===== config.mk =====
export PLATFORM = sky130hd
export DESIGN_NAME = mem_fill_ctrl_flat
export DESIGN_NICKNAME = d
export VERILOG_FILES = /design/src/rtl/mem_fill_if.sv /design/src/rtl/mem_fill_ctrl.sv /design/src/flat_wrapper.sv
export SDC_FILE = /design/constraint.sdc
export NUM_CORES = 1
export LEC_CHECK = 0
export CAP_MARGIN = 20
export CELL_PAD_IN_SITES_DETAIL_PLACEMENT = 1
export CELL_PAD_IN_SITES_GLOBAL_PLACEMENT = 1
export CORE_MARGIN = 2
export CORE_UTILIZATION = 29
export CTS_CLUSTER_SIZE = 12
export DETAILED_ROUTE_END_ITERATION = 8
export GPL_TIMING_DRIVEN = 1
export PLACE_DENSITY = 0.79
export SLEW_MARGIN = 10
export SYNTH_ARGS = -nofsm -noshare
export SYNTH_HDL_FRONTEND = slang
export SYNTH_SLANG_ARGS = --single-unit

===== constraint.sdc =====
create_clock -name clk -period 2.35 [get_ports clk]
set_input_delay 0.5875 -clock clk [delete_from_list [all_inputs] [get_ports clk]]
set_output_delay 0.5875 -clock clk [all_outputs]
set_load 0.05 [all_outputs]

===== src/rtl/mem_fill_if.sv =====
`default_nettype none
// ============================================================================
// mem_fill_if : request, fill-return and memory-port signals of mem_fill_ctrl
// Rev 1.0
// ============================================================================
interface mem_fill_if #(
  parameter int ADDR_WIDTH = 16,
  parameter int WORDS      = 8
);
  localparam int IDX_W = $clog2(WORDS);

  logic                  req_ready;
  logic                  miss_req;
  logic [ADDR_WIDTH-1:0] miss_addr;
  logic                  wr_req;
  logic [ADDR_WIDTH-1:0] wr_addr;
  logic [15:0]           wr_data;
  logic                  fill_we;
  logic [IDX_W-1:0]      fill_word_idx;
  logic [15:0]           fill_data;
  logic                  fill_done;
  logic                  wr_done;
  logic [ADDR_WIDTH-1:0] mem_addr;
  logic [15:0]           mem_wdata;
  logic                  mem_enable;
  logic                  mem_wr;
  logic [15:0]           mem_rdata;

  modport master (
    output req_ready, fill_we, fill_word_idx, fill_data, fill_done, wr_done,
           mem_addr, mem_wdata, mem_enable, mem_wr,
    input  miss_req, miss_addr, wr_req, wr_addr, wr_data, mem_rdata
  );

  modport slave (
    input  req_ready, fill_we, fill_word_idx, fill_data, fill_done, wr_done,
           mem_addr, mem_wdata, mem_enable, mem_wr,
    output miss_req, miss_addr, wr_req, wr_addr, wr_data, mem_rdata
  );
endinterface
`default_nettype wire


===== src/rtl/mem_fill_ctrl.sv =====
`default_nettype none
// ============================================================================
// mem_fill_ctrl : cache-side requester for block fills and write-through stores
// Rev 1.0
// ============================================================================
module mem_fill_ctrl #(
  parameter int ADDR_WIDTH = 16,
  parameter int WORDS      = 8
) (
  input  wire logic   clk,
  input  wire logic   rst_n,
  mem_fill_if.master  bus
);
  localparam int IDX_W = $clog2(WORDS);

  localparam logic [1:0] S_IDLE  = 2'd0;
  localparam logic [1:0] S_WRITE = 2'd1;
  localparam logic [1:0] S_FILL  = 2'd2;

  localparam logic [ADDR_WIDTH-1:0] C_HALF_MASK  = ADDR_WIDTH'(1);
  localparam logic [ADDR_WIDTH-1:0] C_BLOCK_MASK = ADDR_WIDTH'(2*WORDS-1);
  localparam logic [IDX_W-1:0]      C_LAST_IDX   = IDX_W'(WORDS-1);

  logic [1:0]            state_q,     state_d;
  logic [IDX_W-1:0]      cnt_q,       cnt_d;
  logic [ADDR_WIDTH-1:0] addr_q,      addr_d;
  logic [15:0]           wdata_q,     wdata_d;
  logic                  fill_we_q,   fill_we_d;
  logic [IDX_W-1:0]      fill_idx_q,  fill_idx_d;
  logic [15:0]           fill_data_q, fill_data_d;
  logic                  fill_done_q, fill_done_d;
  logic                  wr_done_q,   wr_done_d;

  always_ff @(posedge clk or negedge rst_n) begin
    if (!rst_n) begin
      state_q     <= S_IDLE;
      cnt_q       <= '0;
      addr_q      <= '0;
      wdata_q     <= '0;
      fill_we_q   <= 1'b0;
      fill_idx_q  <= '0;
      fill_data_q <= '0;
      fill_done_q <= 1'b0;
      wr_done_q   <= 1'b0;
    end else begin
      state_q     <= state_d;
      cnt_q       <= cnt_d;
      addr_q      <= addr_d;
      wdata_q     <= wdata_d;
      fill_we_q   <= fill_we_d;
      fill_idx_q  <= fill_idx_d;
      fill_data_q <= fill_data_d;
      fill_done_q <= fill_done_d;
      wr_done_q   <= wr_done_d;
    end
  end

  always_comb begin
    state_d     = state_q;
    cnt_d       = cnt_q;
    addr_d      = addr_q;
    wdata_d     = wdata_q;
    fill_we_d   = 1'b0;
    fill_idx_d  = fill_idx_q;
    fill_data_d = fill_data_q;
    fill_done_d = 1'b0;
    wr_done_d   = 1'b0;
    case (state_q)
      S_IDLE: begin
        // Store wins so it lands in memory before any fill of the same block.
        if (bus.wr_req) begin
          addr_d  = bus.wr_addr & ~C_HALF_MASK;
          wdata_d = bus.wr_data;
          state_d = S_WRITE;
        end else if (bus.miss_req) begin
          addr_d  = bus.miss_addr & ~C_BLOCK_MASK;
          cnt_d   = '0;
          state_d = S_FILL;
        end
      end
      S_WRITE: begin
        wr_done_d = 1'b1;
        state_d   = S_IDLE;
      end
      S_FILL: begin
        fill_we_d   = 1'b1;
        fill_idx_d  = cnt_q;
        fill_data_d = bus.mem_rdata;
        cnt_d       = cnt_q + IDX_W'(1);
        if (cnt_q == C_LAST_IDX) begin
          fill_done_d = 1'b1;
          state_d     = S_IDLE;
        end
      end
      default: state_d = S_IDLE;
    endcase
  end

  // Memory port is a pure decode of registered state, never of request inputs.
  always_comb begin
    bus.req_ready  = (state_q == S_IDLE);
    bus.mem_enable = 1'b0;
    bus.mem_wr     = 1'b0;
    bus.mem_addr   = '0;
    bus.mem_wdata  = '0;
    case (state_q)
      S_WRITE: begin
        bus.mem_enable = 1'b1;
        bus.mem_wr     = 1'b1;
        bus.mem_addr   = addr_q;
        bus.mem_wdata  = wdata_q;
      end
      S_FILL: begin
        bus.mem_enable = 1'b1;
        bus.mem_addr   = addr_q + ADDR_WIDTH'({cnt_q, 1'b0});
      end
      default: ;
    endcase
  end

  assign bus.fill_we       = fill_we_q;
  assign bus.fill_word_idx = fill_idx_q;
  assign bus.fill_data     = fill_data_q;
  assign bus.fill_done     = fill_done_q;
  assign bus.wr_done       = wr_done_q;

endmodule
`default_nettype wire


===== src/flat_wrapper.sv =====
// flat-port wrapper written by rule: the top's interface ports become plain ports
module mem_fill_ctrl_flat 
#(
  parameter int ADDR_WIDTH = 16,
  parameter int WORDS      = 8
)
  (clk, rst_n, bus_req_ready, bus_fill_we, bus_fill_word_idx, bus_fill_data, bus_fill_done, bus_wr_done, bus_mem_addr, bus_mem_wdata, bus_mem_enable, bus_mem_wr, bus_miss_req, bus_miss_addr, bus_wr_req, bus_wr_addr, bus_wr_data, bus_mem_rdata);
  mem_fill_if #(.ADDR_WIDTH(ADDR_WIDTH), .WORDS(WORDS)) bus_i ();
  input  wire logic clk;
  input  wire logic rst_n;
  output wire logic [$bits(bus_i.req_ready)-1:0] bus_req_ready;
  output wire logic [$bits(bus_i.fill_we)-1:0] bus_fill_we;
  output wire logic [$bits(bus_i.fill_word_idx)-1:0] bus_fill_word_idx;
  output wire logic [$bits(bus_i.fill_data)-1:0] bus_fill_data;
  output wire logic [$bits(bus_i.fill_done)-1:0] bus_fill_done;
  output wire logic [$bits(bus_i.wr_done)-1:0] bus_wr_done;
  output wire logic [$bits(bus_i.mem_addr)-1:0] bus_mem_addr;
  output wire logic [$bits(bus_i.mem_wdata)-1:0] bus_mem_wdata;
  output wire logic [$bits(bus_i.mem_enable)-1:0] bus_mem_enable;
  output wire logic [$bits(bus_i.mem_wr)-1:0] bus_mem_wr;
  input wire logic [$bits(bus_i.miss_req)-1:0] bus_miss_req;
  input wire logic [$bits(bus_i.miss_addr)-1:0] bus_miss_addr;
  input wire logic [$bits(bus_i.wr_req)-1:0] bus_wr_req;
  input wire logic [$bits(bus_i.wr_addr)-1:0] bus_wr_addr;
  input wire logic [$bits(bus_i.wr_data)-1:0] bus_wr_data;
  input wire logic [$bits(bus_i.mem_rdata)-1:0] bus_mem_rdata;
  assign bus_req_ready = bus_i.req_ready;
  assign bus_fill_we = bus_i.fill_we;
  assign bus_fill_word_idx = bus_i.fill_word_idx;
  assign bus_fill_data = bus_i.fill_data;
  assign bus_fill_done = bus_i.fill_done;
  assign bus_wr_done = bus_i.wr_done;
  assign bus_mem_addr = bus_i.mem_addr;
  assign bus_mem_wdata = bus_i.mem_wdata;
  assign bus_mem_enable = bus_i.mem_enable;
  assign bus_mem_wr = bus_i.mem_wr;
  assign bus_i.miss_req = bus_miss_req;
  assign bus_i.miss_addr = bus_miss_addr;
  assign bus_i.wr_req = bus_wr_req;
  assign bus_i.wr_addr = bus_wr_addr;
  assign bus_i.wr_data = bus_wr_data;
  assign bus_i.mem_rdata = bus_mem_rdata;
  mem_fill_ctrl #(.ADDR_WIDTH(ADDR_WIDTH), .WORDS(WORDS)) u_core (.clk(clk), .rst_n(rst_n), .bus(bus_i));
endmodule

==> metrics.md, run 1 <==
| Metric | Value |
|---|---|
| DPL Wire Length | `7.321 mm` |
| I/O pin count | `125` |
| DRT Pass-1 Iters | `4` |
| Startpoint types | `register` |
| Crit path kind | `register to output port` |
| Pin count of the biggest net entering global routing | `43` |
| GPL Wtd Cong | `0.8330` |
| Post-Route Utilization | `54.63%` |
| Maxcap violations | `0` |
| Starting Density | `29.66%` |
| Syn Inst Count | `between 200 and 300` |
| Chip Height | `106.5 microns` |
| RR Startpoint | `u_core.cnt_q[0]` |
| Reg2reg end | `u_core.state_q[1]` |
| DR DRC count | `0` |
| Final ANT Viol Nets | `0` |
| Vias | `2755` |
| Worst-Skew Late Latency | `around 330 ps` |
| Final Hold Viols | `0` |
| Critical Path Max Stage Delay | `400 ps` |
| Post-synthesis sequential area ratio | `between 40% and 50%` |
| Number of synthesized flops with an enable pin | `0` |
| Main synth FF type | `dfrtp_1` |
| Routed len/inst | `around 19 microns` |
| Final setup violation count | `14` |
| RSZ-0062 raised after global routing | `yes` |
| Commonest non-fill, non-tap cell in the layout | `clkdlybuf4s50_1` |
| Failing checks | `setup timing` |
| Crit path required time | `1760 ps` |
| Diode count | `0` |
| Critical Path AT | `2210 ps` |
| FF-to-FF setup slack | `roughly 740 ps` |
| Routed WL | `about 11 mm` |
| Syn Nets | `348` |
| Port Buffers | `118` |
| Total of fill cells in the finished design | `1072` |
| First-pass GRT wire length | `approximately 16 mm` |
| Ys async rst share | `100.0%` |
| Clock sinks | `58` |
| Pleak | `about 2.3 nW` |
| Syn avg cell area | `11.25 sq um` |
| Fmax | `357.0 MHz` |
| Clock buffer depth | `2` |
| Yosys cell types | `47` |
| Layout cell share with drive strength beyond 1 | `42.39%` |
| Final Worst Setup Slack | `-451.0 ps` |
| CTS tree | `built` |
| Num CTS Buffers | `9` |
| Root Buffer | `clkbuf_8` |
| Cells along the critical path | `ha_4, inv_2, fa_2, nor2b_4, o21ai_2, o31a_1, o22a_2, buf_12` |
| Depth of the CTS H-tree | `3` |
| Net count reported at finish | `499` |
| Die W | `106.5 microns` |
| DRT iter0 DRCs | `104` |
| Max-slew violations | `0` |
| Slew headroom | `63.05%` |
| Most frequent cells in the layout | `clkdlybuf4s50_1 (83), dfrtp_1 (58), mux2_2 (36)` |
| Flops & latches, synth | `58` |
| Worst Hold Class | `primary input to async pin` |
| Row cnt | `37` |
| Yosys Warn Count | `0` |
| Placement Setup Slack | `-121.2 ps` |
| Crit-path slowest cell | `dfrtp_1` |
| Pwr dens | `1584 mW/mm^2` |
| Clock Skews | `roughly 9 ps` |
| Core footprint | `0.01028 sq mm` |
| Vias in the first global route | `just over 3000` |
| CP max FO | `3` |
| Die area | `0.01135 sq mm` |
| Vias per inst | `4.893` |
| Area growth syn-to-layout | `84.20%` |
| All-Layer GR Usage | `17.74%` |
| Remaining global-route overflow | `0` |
| Min Tclk post-route | `2801 ps` |
| Worst VDD drop | `700.4 uV` |
| Worst-Margin Slew | `552.6 ps` |
| Worst r2r path cells | `6` |
| Worst hold slack | `182.9 ps` |
| Tcrit/Tclk final | `119.2%` |
| Initial antenna violation count | `0` |
| Crit. End Element | `output port` |
| Post-Syn Area | `approximately 0.003 sq mm` |
| Worst-path clk slew | `about 80 ps` |
| Status | `complete, but fails checks` |
==> worst max-delay path by stage <==
stage / from / endpoint / depth (start not counted)
global placement: u_core.addr_q[1] / bus_mem_addr[13] / 8
detailed placement: u_core.addr_q[1] / bus_mem_addr[13] / 8
CTS: u_core.addr_q[1] / bus_mem_addr[15] / 8
global route: u_core.addr_q[9] / bus_mem_addr[14] / 5
floorplan: u_core.cnt_q[0] / bus_mem_addr[7] / 8
finish: u_core.cnt_q[0] / bus_mem_addr[15] / 8
==> stage by stage <==
| stage | power [mW] | instances | cell area [sq um] | TNS [ps] |
|---|---|---|---|---|
| after floorplan | 4.983 | 271 | 3217 | -236.8 |
| after global placement | 7.060 | 537 | 5016 | -385.4 |
| after detailed placement | 7.239 | 537 | 5016 | -768.4 |
| after CTS | 8.574 | 554 | 5374 | -4404 |
| after global routing | 9.324 | 563 | 5614 | -6198 |
| final | 8.895 | 563 | 5614 | -4696 |
==> logic make-up (layout without fill, tap and decap cells) <==
group / count (synthesis) / in the layout / synth area share, %
other cells: 1 / 1 / 0.1230
simple gates: 70 / 70 / 13.22
xor+xnor: 1 / 1 / 0.2874
compound gates: 59 / 59 / 13.67
fa+ha+maj: 9 / 9 / 3.941
mux: 48 / 48 / 17.24
buf+inv: 25 / 181 / 3.900
flops: 58 / 58 / 47.62
==> cells in the mapped netlist, types with 2 or more instances <==
| cell type | instances | area share, % |
|---|---|---|
| nor2b_1 | 4 | 0.82 |
| o22a_1 | 2 | 0.57 |
| a22o_1 | 2 | 0.57 |
| o311ai_0 | 2 | 0.57 |
| ha_1 | 8 | 3.3 |
| nand2_1 | 24 | 3.0 |
| nand4_1 | 3 | 0.62 |
| mux2_2 | 36 | 13 |
| clkbuf_1 | 4 | 0.49 |
| nor3_1 | 3 | 0.49 |
| o21ai_2 | 2 | 0.57 |
| buf_4 | 3 | 0.74 |
| and2_1 | 19 | 3.9 |
| a22oi_1 | 2 | 0.49 |
| a21o_1 | 4 | 0.99 |
| o31a_1 | 2 | 0.57 |
| a41oi_1 | 2 | 0.57 |
| dfrtp_1 | 58 | 48 |
| inv_1 | 7 | 0.86 |
| nand3_1 | 4 | 0.66 |
| a31oi_1 | 10 | 2.1 |
| a32o_1 | 3 | 0.99 |
| nor4_1 | 2 | 0.41 |
| o21ai_0 | 20 | 3.3 |
| mux2i_1 | 12 | 3.9 |
| buf_2 | 11 | 1.8 |
| nor2_1 | 2 | 0.25 |
==> per-layer routing <==
metal  track usage, %  wire length [microns]  share of wire (%)  up-vias
met3            4.598                    490                4.7        8
met2            32.60                   5847                 56       73
met5                0                      0                  0        -
li1                 -                      -                  -     1282
met4            6.772                    141                1.3        0
met1            19.47                   4034                 38     1392
==> sequential cells by signal, indices dropped and copies added (netlist names) <==
| register | cells |
|---|---|
| u_core.wdata_q | 16 |
| u_core.cnt_q | 3 |
| u_core.state_q | 2 |
| u_core.addr_q | 15 |
| u_core.bus.wr_done | 1 |
| u_core.bus.fill_we | 1 |
| u_core.bus.fill_done | 1 |
| u_core.bus.fill_word_idx | 3 |
| u_core.bus.fill_data | 16 |
==> worst max-delay path: cells and delay by family (launching register included) <==
| family | cells | cell delay (ps) |
|---|---|---|
| compound gates | 3 | 620 |
| fa+ha+maj | 2 | 510 |
| buf+inv | 2 | 180 |
| flops | 1 | 400 |
| simple gates | 1 | 160 |
==> layout make-up <==
class                           instances  area [sq um]  area share [%]
Clock buffer                            9         123.9           2.206
Timing Repair Buffer                  158          1888           33.63
Sequential cell                        58          1451           25.85
Tap cell                              136         170.2           3.031
Inverter                                7         26.28          0.4680
Clock inverter                          7         123.9           2.206
Multi-Input combinational cell        188          1831           32.61
==> where the power goes <==
| part | total (mW) | internal (mW) | switching (mW) |
|---|---|---|---|
| Sequential | 1.86 | 1.47 | 0.389 |
| Clock | 1.15 | 0.713 | 0.440 |
| Combinational | 5.88 | 2.67 | 3.21 |
==> repair_timing <==
| action | in CTS | in global routing |
|---|---|---|
| gates cloned | 0 | 3 |
| buffers inserted | 1 | 7 |
| hold buffers | 0 | 0 |
| setup endpoints to repair | 15 | 15 |
| gates resized for setup | 25 | 28 |
| pin swaps | 10 | 9 |
(Power assumes the default switching activity.)
==> run 2: changes to the inputs <==
--- a/config.mk
+++ b/config.mk
@@ -9,11 +9,12 @@
 export CELL_PAD_IN_SITES_DETAIL_PLACEMENT = 1
 export CELL_PAD_IN_SITES_GLOBAL_PLACEMENT = 1
 export CORE_MARGIN = 2
-export CORE_UTILIZATION = 29
+export CORE_UTILIZATION = 43
 export CTS_CLUSTER_SIZE = 12
 export DETAILED_ROUTE_END_ITERATION = 8
+export DONT_BUFFER_PORTS = 1
 export GPL_TIMING_DRIVEN = 1
-export PLACE_DENSITY = 0.79
+export PLACE_DENSITY = 0.78
 export SLEW_MARGIN = 10
 export SYNTH_ARGS = -nofsm -noshare
 export SYNTH_HDL_FRONTEND = slang
==> metrics.md, run 2 (synthesis results as in run 1) <==
| Metric | Value |
|---|---|
| Status | `complete, but fails checks (unchanged)` |
| Failing checks | `setup timing (unchanged)` |
| Tcrit/Tclk final | `116.2% (was 119.2%)` |
| Clock Skews | `9.432 ps (was 8.897 ps)` |
| Final ANT Viol Nets | `0 (unchanged)` |
| Crit. End Element | `output port (unchanged)` |
| Starting Density | `44.62% (was 29.66%)` |
| Vias | `2413 (was 2755)` |
| Worst hold slack | `109.7 ps (was 182.9 ps)` |
| Routed WL | `8.588 mm (was 10.52 mm)` |
| Crit path required time | `1760 ps (about the same)` |
| Commonest non-fill, non-tap cell in the layout | `dfrtp_1 (was clkdlybuf4s50_1)` |
| Placed cell areas | `0.003805 sq mm (was 0.005016 sq mm)` |
| DRT iter0 DRCs | `127 (was 104)` |
| Area occupied by registers | `0.001451 sq mm (unchanged)` |
| Multi-input logic area | `0.001837 sq mm (was 0.001831 sq mm)` |
| Clock buffer depth | `2 (unchanged)` |
| CTS tree | `built (unchanged)` |
| DPL Wire Length | `5.624 mm (was 7.321 mm)` |
| Worst r2r path cells | `7 (was 6)` |
| Row cnt | `30 (was 37)` |
| Diode count | `0 (unchanged)` |
| Port Buffers | `0 (was 118)` |
| Dpl cells | `403 (was 537)` |
| Chip Height | `88.19 microns (was 106.5 microns)` |
| FF-to-FF setup slack | `610 ps (was 740 ps)` |
| DRT Pass-1 Iters | `4 (unchanged)` |
| Fmax | `366.2 MHz (was 357.0 MHz)` |
| Pleak | `1.857 nW (was 2.297 nW)` |
| Net count reported at finish | `405 (was 499)` |
| Worst-Margin Slew | `939.0 ps (was 552.6 ps)` |
| Depth of the CTS H-tree | `3 (unchanged)` |
| Initial antenna violation count | `0 (unchanged)` |
| DR DRC count | `0 (unchanged)` |
| Vias per inst | `5.625 (was 4.893)` |
| Slew headroom | `37.39% (was 63.05%)` |
| CP max FO | `7 (was 3)` |
| Worst-path clk slew | `80 ps (about the same)` |
| Final Hold Viols | `0 (unchanged)` |
| Crit path kind | `register to output port (unchanged)` |
| RSZ-0062 raised after global routing | `yes (unchanged)` |
| Reg2reg end | `u_core.state_q[1] (unchanged)` |
| Final setup violation count | `14 (unchanged)` |
| Post-route non-filler standard cell count | `429 (was 563)` |
| Die W | `88.19 microns (was 106.5 microns)` |
| Layout cell share with drive strength beyond 1 | `51.05% (was 42.39%)` |
| First-pass GRT wire length | `12.79 mm (was 15.75 mm)` |
| Root Buffer | `clkbuf_8 (unchanged)` |
| Routed len/inst | `20.02 microns (was 18.68 microns)` |
| Design area | `0.004374 sq mm (was 0.005614 sq mm)` |
| RR Startpoint | `u_core.cnt_q[0] (unchanged)` |
| Startpoint types | `register (unchanged)` |
| Remaining global-route overflow | `0 (unchanged)` |
| Clock sinks | `58 (unchanged)` |
| Pin count of the biggest net entering global routing | `59 (was 43)` |
| Num CTS Buffers | `9 (unchanged)` |
| Vias in the first global route | `2539 (was 3098)` |
| Placement Setup Slack | `-148.6 ps (was -121.2 ps)` |
| Worst VDD drop | `856.2 uV (was 700.4 uV)` |
| Die area | `0.007777 sq mm (was 0.01135 sq mm)` |
| Max-slew violations | `0 (unchanged)` |
| Most frequent cells in the layout | `dfrtp_1 (58), buf_4 (42), mux2_2 (36) (was clkdlybuf4s50_1 (83), dfrtp_1 (58), mux2_2 (36))` |
| Maxcap violations | `0 (unchanged)` |
| I/O pin count | `125 (unchanged)` |
| Critical Path AT | `2140 ps (was 2210 ps)` |
| Total of fill cells in the finished design | `688 (was 1072)` |
| GPL Wtd Cong | `0.8165 (was 0.8330)` |
| Min Tclk post-route | `2731 ps (was 2801 ps)` |
| Power, Total | `7.709 mW (was 8.895 mW)` |
| Worst-Skew Late Latency | `330 ps (about the same)` |
| All-Layer GR Usage | `21.58% (was 17.74%)` |
| Worst Hold Class | `primary input to async pin (unchanged)` |
| Final Worst Setup Slack | `-380.9 ps (was -451.0 ps)` |
| Area growth syn-to-layout | `43.51% (was 84.20%)` |
| Pwr dens | `1762 mW/mm^2 (was 1584 mW/mm^2)` |
| Core footprint | `0.006832 sq mm (was 0.01028 sq mm)` |
## run 2: worst max path at each step
stage / from / to / slack [ps] / cells after the start
2_1_floorplan: u_core.cnt_q[0] / bus_mem_addr[7] / -50 / 8
3_3_place_gp: u_core.addr_q[1] / bus_mem_addr[9] / -80 / 8
3_5_place_dp: u_core.addr_q[1] / bus_mem_addr[7] / -150 / 8
4_1_cts: u_core.addr_q[1] / bus_mem_addr[13] / -360 / 8
5_1_grt: u_core.addr_q[1] / bus_mem_addr[9] / -450 / 8
6_report: u_core.addr_q[1] / bus_mem_addr[7] / -380 / 8
## run 2: critical path, cell delays in order (launching register included)
cell and delay, ps:
dfrtp_1 410, ha_4 160, inv_2 40, fa_2 360, nor2b_4 160, or2_4 200, a31oi_2 130, a31oi_4 190
buf_12 160
## run 2: per-stage QoR
stage / util (%) / TNS (ps)
detailed placement: 55.70 / -1037
global route: 64.03 / -4927
finish: 64.03 / -3904
CTS: 62.31 / -3739
global placement: 55.70 / -443.8
floorplan: - / -236.8
## run 2: repair_timing
action | 4_1_cts | 5_1_grt
setup endpoints to repair | 31 | 15
hold buffers | 1 | 0
buffers inserted | 2 | 6
gates cloned | 1 | 0
hold endpoints to repair | 58 | 0
pin swaps | 16 | 6
gates resized for setup | 42 | 13
## run 2: layout make-up
| type | count | share of cell area, % |
|---|---|---|
| clock buffers | 9 | 2.832 |
| flip-flops and latches | 58 | 33.18 |
| well taps | 96 | 2.746 |
| multi-input cells | 188 | 41.99 |
| inverters | 7 | 0.6007 |
| clock inverters | 7 | 2.317 |
| repair buffers | 64 | 16.33 |
## run 2: where the power goes
group	switching, mW	internal, mW	total, mW
clock network	0.445	0.606	1.05
logic	2.34	1.85	4.19
registers	1.00	1.46	2.47
total	3.79	3.91	7.71
## run 2: routing by layer
metal / share of wire (%) / GRT usage, % / vias to the layer above
met1: 41 / 26.94 / 1224
met3: 6.1 / 7.823 / 14
met4: 1.8 / 5.372 / 0
met2: 51 / 35.75 / 80
met5: 0 / 0 / -
li1: - / - / 1095
